`src/rtl/etai_error_monitor.sv`:
```
// Accuracy monitor for the ETAI approximate adder: compares {cout,s} against the
// exact sum over a bounded run and accumulates count, error count, ED sum and max ED.
module etai_error_monitor #(
    parameter int unsigned N     = 16,
    parameter int unsigned CNT_W = 32,
    parameter int unsigned ACC_W = 48
) (
    input  logic             clk,
    input  logic             rst_n,
    input  logic             start,
    input  logic [CNT_W-1:0] num_samples,
    input  logic             in_valid,
    output logic             in_ready,
    input  logic [N-1:0]     x,
    input  logic [N-1:0]     y,
    input  logic [N-1:0]     s_approx,
    input  logic             cout_approx,
    output logic             busy,
    output logic             done,
    output logic [CNT_W-1:0] sample_cnt,
    output logic [CNT_W-1:0] err_cnt,
    output logic [ACC_W-1:0] ed_sum,
    output logic [N:0]       ed_max
);

    localparam logic [1:0] ST_IDLE  = 2'd0;
    localparam logic [1:0] ST_RUN   = 2'd1;
    localparam logic [1:0] ST_DRAIN = 2'd2;
    localparam logic [1:0] ST_DONE  = 2'd3;

    function automatic logic [N:0] abs_diff(input logic [N:0] a, input logic [N:0] b);
        if (a >= b) begin
            return a - b;
        end else begin
            return b - a;
        end
    endfunction

    function automatic logic [CNT_W-1:0] sat_inc(input logic [CNT_W-1:0] v, input logic en);
        if (en && (v != {CNT_W{1'b1}})) begin
            return v + CNT_W'(1);
        end else begin
            return v;
        end
    endfunction

    logic [1:0]       state_q, state_d;
    logic [CNT_W-1:0] acc_cnt_q, acc_cnt_d, num_q, num_d;
    logic             s1_valid_q, s1_valid_d, s2_valid_q, s2_valid_d;
    logic [N-1:0]     s1_x_q, s1_x_d, s1_y_q, s1_y_d;
    logic [N:0]       s1_approx_q, s1_approx_d, s2_ed_q, s2_ed_d;
    logic [CNT_W-1:0] sample_cnt_q, sample_cnt_d, err_cnt_q, err_cnt_d;
    logic [ACC_W-1:0] ed_sum_q, ed_sum_d;
    logic [N:0]       ed_max_q, ed_max_d;
    logic             in_ready_q, in_ready_d, busy_q, busy_d, done_q, done_d;
    logic             hs_s, clear_s;
    logic [N:0]       exact_s;
    logic [ACC_W:0]   sum_wide_s;

    // Run control: handshake accounting and state transitions
    always_comb begin
        hs_s      = in_valid && in_ready_q;
        state_d   = state_q;
        num_d     = num_q;
        clear_s   = 1'b0;
        acc_cnt_d = acc_cnt_q + {{(CNT_W-1){1'b0}}, hs_s};
        case (state_q)
            ST_IDLE, ST_DONE: begin
                if (start) begin
                    clear_s   = 1'b1;
                    num_d     = num_samples;
                    acc_cnt_d = {CNT_W{1'b0}};
                    state_d   = (num_samples == {CNT_W{1'b0}}) ? ST_DONE : ST_RUN;
                end else begin
                    state_d = state_q;
                end
            end
            ST_RUN: begin
                if (hs_s && (acc_cnt_d == num_q)) begin
                    state_d = ST_DRAIN;
                end else begin
                    state_d = ST_RUN;
                end
            end
            ST_DRAIN: begin
                if (!s1_valid_q && !s2_valid_q) begin
                    state_d = ST_DONE;
                end else begin
                    state_d = ST_DRAIN;
                end
            end
            default: state_d = ST_IDLE;
        endcase
        in_ready_d = (state_d == ST_RUN) && (acc_cnt_d < num_d);
        busy_d     = (state_d == ST_RUN) || (state_d == ST_DRAIN);
        done_d     = (state_d == ST_DONE);
    end

    // Two-stage datapath: capture, then exact sum and error distance
    always_comb begin
        s1_valid_d = hs_s;
        if (hs_s) begin
            s1_x_d      = x;
            s1_y_d      = y;
            s1_approx_d = {cout_approx, s_approx};
        end else begin
            s1_x_d      = s1_x_q;
            s1_y_d      = s1_y_q;
            s1_approx_d = s1_approx_q;
        end
        exact_s    = {1'b0, s1_x_q} + {1'b0, s1_y_q};
        s2_valid_d = s1_valid_q;
        s2_ed_d    = abs_diff(exact_s, s1_approx_q);
    end

    // Statistics accumulation; all accumulators stick at all-ones
    always_comb begin
        sum_wide_s = {1'b0, ed_sum_q} + {{(ACC_W-N){1'b0}}, s2_ed_q};
        if (clear_s) begin
            sample_cnt_d = {CNT_W{1'b0}};
            err_cnt_d    = {CNT_W{1'b0}};
            ed_sum_d     = {ACC_W{1'b0}};
            ed_max_d     = {(N+1){1'b0}};
        end else if (s2_valid_q) begin
            sample_cnt_d = sat_inc(sample_cnt_q, 1'b1);
            err_cnt_d    = sat_inc(err_cnt_q, s2_ed_q != {(N+1){1'b0}});
            ed_sum_d     = sum_wide_s[ACC_W] ? {ACC_W{1'b1}} : sum_wide_s[ACC_W-1:0];
            ed_max_d     = (s2_ed_q > ed_max_q) ? s2_ed_q : ed_max_q;
        end else begin
            sample_cnt_d = sample_cnt_q;
            err_cnt_d    = err_cnt_q;
            ed_sum_d     = ed_sum_q;
            ed_max_d     = ed_max_q;
        end
    end

    // State, pipeline and output registers
    always_ff @(posedge clk or negedge rst_n) begin
        if (!rst_n) begin
            state_q      <= ST_IDLE;
            acc_cnt_q    <= {CNT_W{1'b0}};
            num_q        <= {CNT_W{1'b0}};
            s1_valid_q   <= 1'b0;
            s2_valid_q   <= 1'b0;
            s1_x_q       <= {N{1'b0}};
            s1_y_q       <= {N{1'b0}};
            s1_approx_q  <= {(N+1){1'b0}};
            s2_ed_q      <= {(N+1){1'b0}};
            sample_cnt_q <= {CNT_W{1'b0}};
            err_cnt_q    <= {CNT_W{1'b0}};
            ed_sum_q     <= {ACC_W{1'b0}};
            ed_max_q     <= {(N+1){1'b0}};
            in_ready_q   <= 1'b0;
            busy_q       <= 1'b0;
            done_q       <= 1'b0;
        end else begin
            state_q      <= state_d;
            acc_cnt_q    <= acc_cnt_d;
            num_q        <= num_d;
            s1_valid_q   <= s1_valid_d;
            s2_valid_q   <= s2_valid_d;
            s1_x_q       <= s1_x_d;
            s1_y_q       <= s1_y_d;
            s1_approx_q  <= s1_approx_d;
            s2_ed_q      <= s2_ed_d;
            sample_cnt_q <= sample_cnt_d;
            err_cnt_q    <= err_cnt_d;
            ed_sum_q     <= ed_sum_d;
            ed_max_q     <= ed_max_d;
            in_ready_q   <= in_ready_d;
            busy_q       <= busy_d;
            done_q       <= done_d;
        end
    end

    assign in_ready   = in_ready_q;
    assign busy       = busy_q;
    assign done       = done_q;
    assign sample_cnt = sample_cnt_q;
    assign err_cnt    = err_cnt_q;
    assign ed_sum     = ed_sum_q;
    assign ed_max     = ed_max_q;

endmodule
```
`config.mk`:
```
export PLATFORM = sky130hd
export DESIGN_NAME = etai_error_monitor
export DESIGN_NICKNAME = d
export VERILOG_FILES = /design/src/rtl/etai_error_monitor.sv
export SDC_FILE = /design/constraint.sdc
export NUM_CORES = 1
export LEC_CHECK = 0
export CORE_UTILIZATION = 55
export DETAILED_ROUTE_END_ITERATION = 10
export PLACE_DENSITY = 0.87
export RECOVER_POWER = 100
export REMOVE_ABC_BUFFERS = 1
export SLEW_MARGIN = 0
export SYNTH_ARGS = -nofsm -noshare
export SYNTH_HDL_FRONTEND = slang
export SYNTH_SLANG_ARGS = --single-unit
```
`constraint.sdc`:
```
create_clock -name clk -period 6.1 [get_ports clk]
set_clock_uncertainty 0.1 [all_clocks]
set_input_delay 1.83 -clock clk [delete_from_list [all_inputs] [get_ports clk]]
set_output_delay 1.83 -clock clk [all_outputs]
set_load 0.05 [all_outputs]
```
==> results.cfg <==
[run_status]
status = complete, but fails checks
failing_checks = capacitance limit, slew limit

[synth]
netlist.top_cell.by_area = sky130_fd_sc_hd__dfrtp_1
synth_seq_area_share_pct = 39.2
netlist_instances = 1820
post_synth_and_or_nand_nor_area_fraction_pct = 18.4
dominant_combinational_cell_family_by_area_after_synthesis = simple AND/OR/NAND/NOR gates
synth_compound_area_share_pct = 15.3
xor_xnor_share_of_the_synthesized_area_pct = 8.22
ys_top_cells_by_area = sky130_fd_sc_hd__dfrtp_1 39%, sky130_fd_sc_hd__ha_1 9.0%, sky130_fd_sc_hd__xnor2_1 4.2%, sky130_fd_sc_hd__nor2_1 3.6%, sky130_fd_sc_hd__xor2_1 3.5%
synth_enable_flop_cells = 0
synth_flop_cell = sky130_fd_sc_hd__dfrtp_1
synth_adder_area_share_pct = 9.46
synth.cell_area_mm2 = 0.0170
synth_top_area_share_pct = 39.2
yosysMostFrequentCell = sky130_fd_sc_hd__dfrtp_1
synth.lib_cells_used.distinct = 87
yosys_register_bits = 266
ys_top_cells_by_count = 266 x sky130_fd_sc_hd__dfrtp_1, 165 x sky130_fd_sc_hd__nor2_1, 123 x sky130_fd_sc_hd__inv_1, 122 x sky130_fd_sc_hd__ha_1, 100 x sky130_fd_sc_hd__a21oi_1
postSynth.asyncResetShare_pct = 100
post_synth_mux_area_share_pct = 4.91
synthesis.yosys.warnings = 0
synth_area_per_cell_um2 = 9.33

[timing]
timing_max_transition_violations_final = 149
final-hold-violation-count = 0
fmax_ghz = 0.185
max_transition_margin_pct = -98.5
slew_at_the_pin_closest_to_its_max_slew_limit_ps = 2980
tmin_final_ps = 5410
worst_hold_slack_across_all_endpoints_ps = 263
layout_worst_path_cycle_share_pct = 88.8
timing.final.setup_violations = 0
rsz0062_at_grt = false

[floorplan]
fp.coreArea_mm2 = 0.0300
die_w_um = 178
floorplan.rows = 63
io_pins = 217
die_y_um = 178
initial_core_util_pct = 56.5
floorplan.die_area_mm2 = 0.0316

[global_route]
grt_first_pass_wirelength_um = 73400
number_of_global_route_vias_before_repair = 14700
gr_usage_total_pct = 28.7
globalRoute.totalOverflow = 0
grt_antenna_before_repair = 0
grt_start_max_net_pins = 115

[placement]
dpl.cell_count = 2366
dpl_cell_area_mm2 = 0.0194
routabilityCongestion = 0.931
dp_hpwl_um = 32800
numPortBuffers = 216

[cts]
worst_setup_hold_path_clk_slew_ps = 70
clock_tree.htree_level_count = 1
clk_latency_ps = 550
cts_root_buffer = sky130_fd_sc_hd__clkbuf_16
cts_tree = done
numCtsBuffers = 30
post_cts_resize_count = 0
cts_hold_buf = 0
post_cts_buffers = 0
cts.sink_count = 266
clk_path_buf_depth = 3

[drt]
initialDrtViolationCount = 1426
dr_total_vias = 14800
ant_nets = 0
remaining_drc_errors = 0
vias_per_cell = 6.13
finalWirelength_um = 44900
drt_pass1_iterations = 5
post_drt_wl_per_cell_um = 18.5

[finish]
finalNetCount = 2219
final_layout_size_suffix_gt1_share_pct = 5.96
finalNonFillerCells = 2421
syn_to_final_growth_pct = 20.8
antenna-diode-count = 0
final_cell_area_mm2 = 0.0205
final_core_utilization_pct = 68.3

[critical_path]
critical_path_arrival_ps = 5760
cp_cell_sequence = ha_1 > fa_1 > a21o_1 > a21oi_1 > o21bai_1 > a31oi_1 > o211ai_1 > and2_0 > a221o_1 > a21o_1 > ha_1 > nand2_1 > o21ai_1 > nand2b_1 > o41a_2 > mux2i_1 > o2111ai_1 > a22oi_1
startpoint_type = register
path_class = register to register
cp_data_required_time_ps = 6450
critical_path.max_fanout = 14
crit_path_end_kind = register
slowest_delay_ps = 430
critical_path_top_delay_cell = sky130_fd_sc_hd__fa_1

[power]
power.density_cell_area_mw_per_mm2 = 637
irDropWorstVdd_mv = 0.618
p_leak_uw = 0.00946

[worst_hold_path]
min-delay-path-class = register to register

[job]
max-cap-violations = 2
==> area by class of cell <==
type                            instances  area [um^2]
Clock buffer                           43          931
Clock inverter                         12          195
Fill cell                            2294         9520
Multi-Input combinational cell       1357         9540
Tap cell                              390          488
Sequential cell                       266         6660
Timing Repair Buffer                  227         2230
Inverter                              126          473
==> worst max-delay path: cells and delay by family (launching register included) <==
kind	cells	cell delay, ps
DFF	1	380
adders and majority gates	3	1020
AOI/OAI and AO/OA	11	2910
and+or+nand+nor	3	550
muxes	1	370
==> layout by cell type (no fill, tap or decap), types with 68 or more instances in the layout <==
master,instances
sky130_fd_sc_hd__xnor2_1,81
sky130_fd_sc_hd__ha_1,122
sky130_fd_sc_hd__nand2_1,98
sky130_fd_sc_hd__clkdlybuf4s50_1,81
sky130_fd_sc_hd__inv_1,123
sky130_fd_sc_hd__dlygate4sd3_1,134
sky130_fd_sc_hd__nor2_1,165
sky130_fd_sc_hd__xor2_1,68
sky130_fd_sc_hd__dfrtp_1,265
sky130_fd_sc_hd__a21oi_1,100
sky130_fd_sc_hd__o21ai_0,91
sky130_fd_sc_hd__nand3_1,79
==> per-layer routing <==
layer  share of wire, %  global-route usage, %  vias up  routed length [um]
met5                  0                      0        -                   0
met4                3.6                   11.7        0                1620
met3                6.4                   4.22      113                2860
met2                 47                   47.1      606               21000
met1                 43                   38.0     7195               19400
li1                   -                      -     6928                   -
==> power breakdown <==
group | switching (uW) | internal (uW)
clock network | 740 | 1260
logic | 4850 | 3420
registers | 470 | 2310
==> cells by family (layout without fill, tap and decap cells) <==
logic type,after synthesis,after routing
xor+xnor,153,153
fa+ha+maj,126,126
flops,266,266
simple gates,607,607
mux,79,79
compound gates,392,392
buf+inv,197,408
==> state kept, by name, indices dropped and copies added (netlist names) <==
signal	count
ed_sum	48
acc_cnt_q	32
err_cnt	32
num_q	32
sample_cnt	32
ed_max	17
s1_approx_q	17
s2_ed_q	17
s1_x_q	16
s1_y_q	16
state_q	2
busy	1
done	1
in_ready	1
s1_valid_q	1
s2_valid_q	1
==> worst paths after layout <==
| check | startpoint | endpoint | slack [ps] | depth (start not counted) |
|---|---|---|---|---|
| min in group asynchronous | rst_n | num_q[8]$_DFF_PN0_ | 2080 | 1 |
| max | s1_x_q[0]$_DFFE_PN0P_ | s2_ed_q[16]$_DFF_PN0_ | 690 | 18 |
| max in group asynchronous | rst_n | ed_sum[36]$_DFFE_PN0P_ | 1020 | 2 |
| min reg2reg | s1_valid_q$_DFF_PN0_ | s2_valid_q$_DFF_PN0_ | 260 | 0 |
| min | s1_valid_q$_DFF_PN0_ | s2_valid_q$_DFF_PN0_ | 260 | 0 |
| max reg2reg | s1_x_q[0]$_DFFE_PN0P_ | s2_ed_q[16]$_DFF_PN0_ | 690 | 18 |
==> metrics by stage <==
step	power, uW	TNS [ps]	setup WS [ps]
detailed placement	11000	0	290
global placement	10700	0	489
floorplan	9060	-18280	-1040
global route	14100	0	241
finish	13100	0	686
CTS	13100	0	728
No activity file was read; power rests on OpenSTA's default activity.
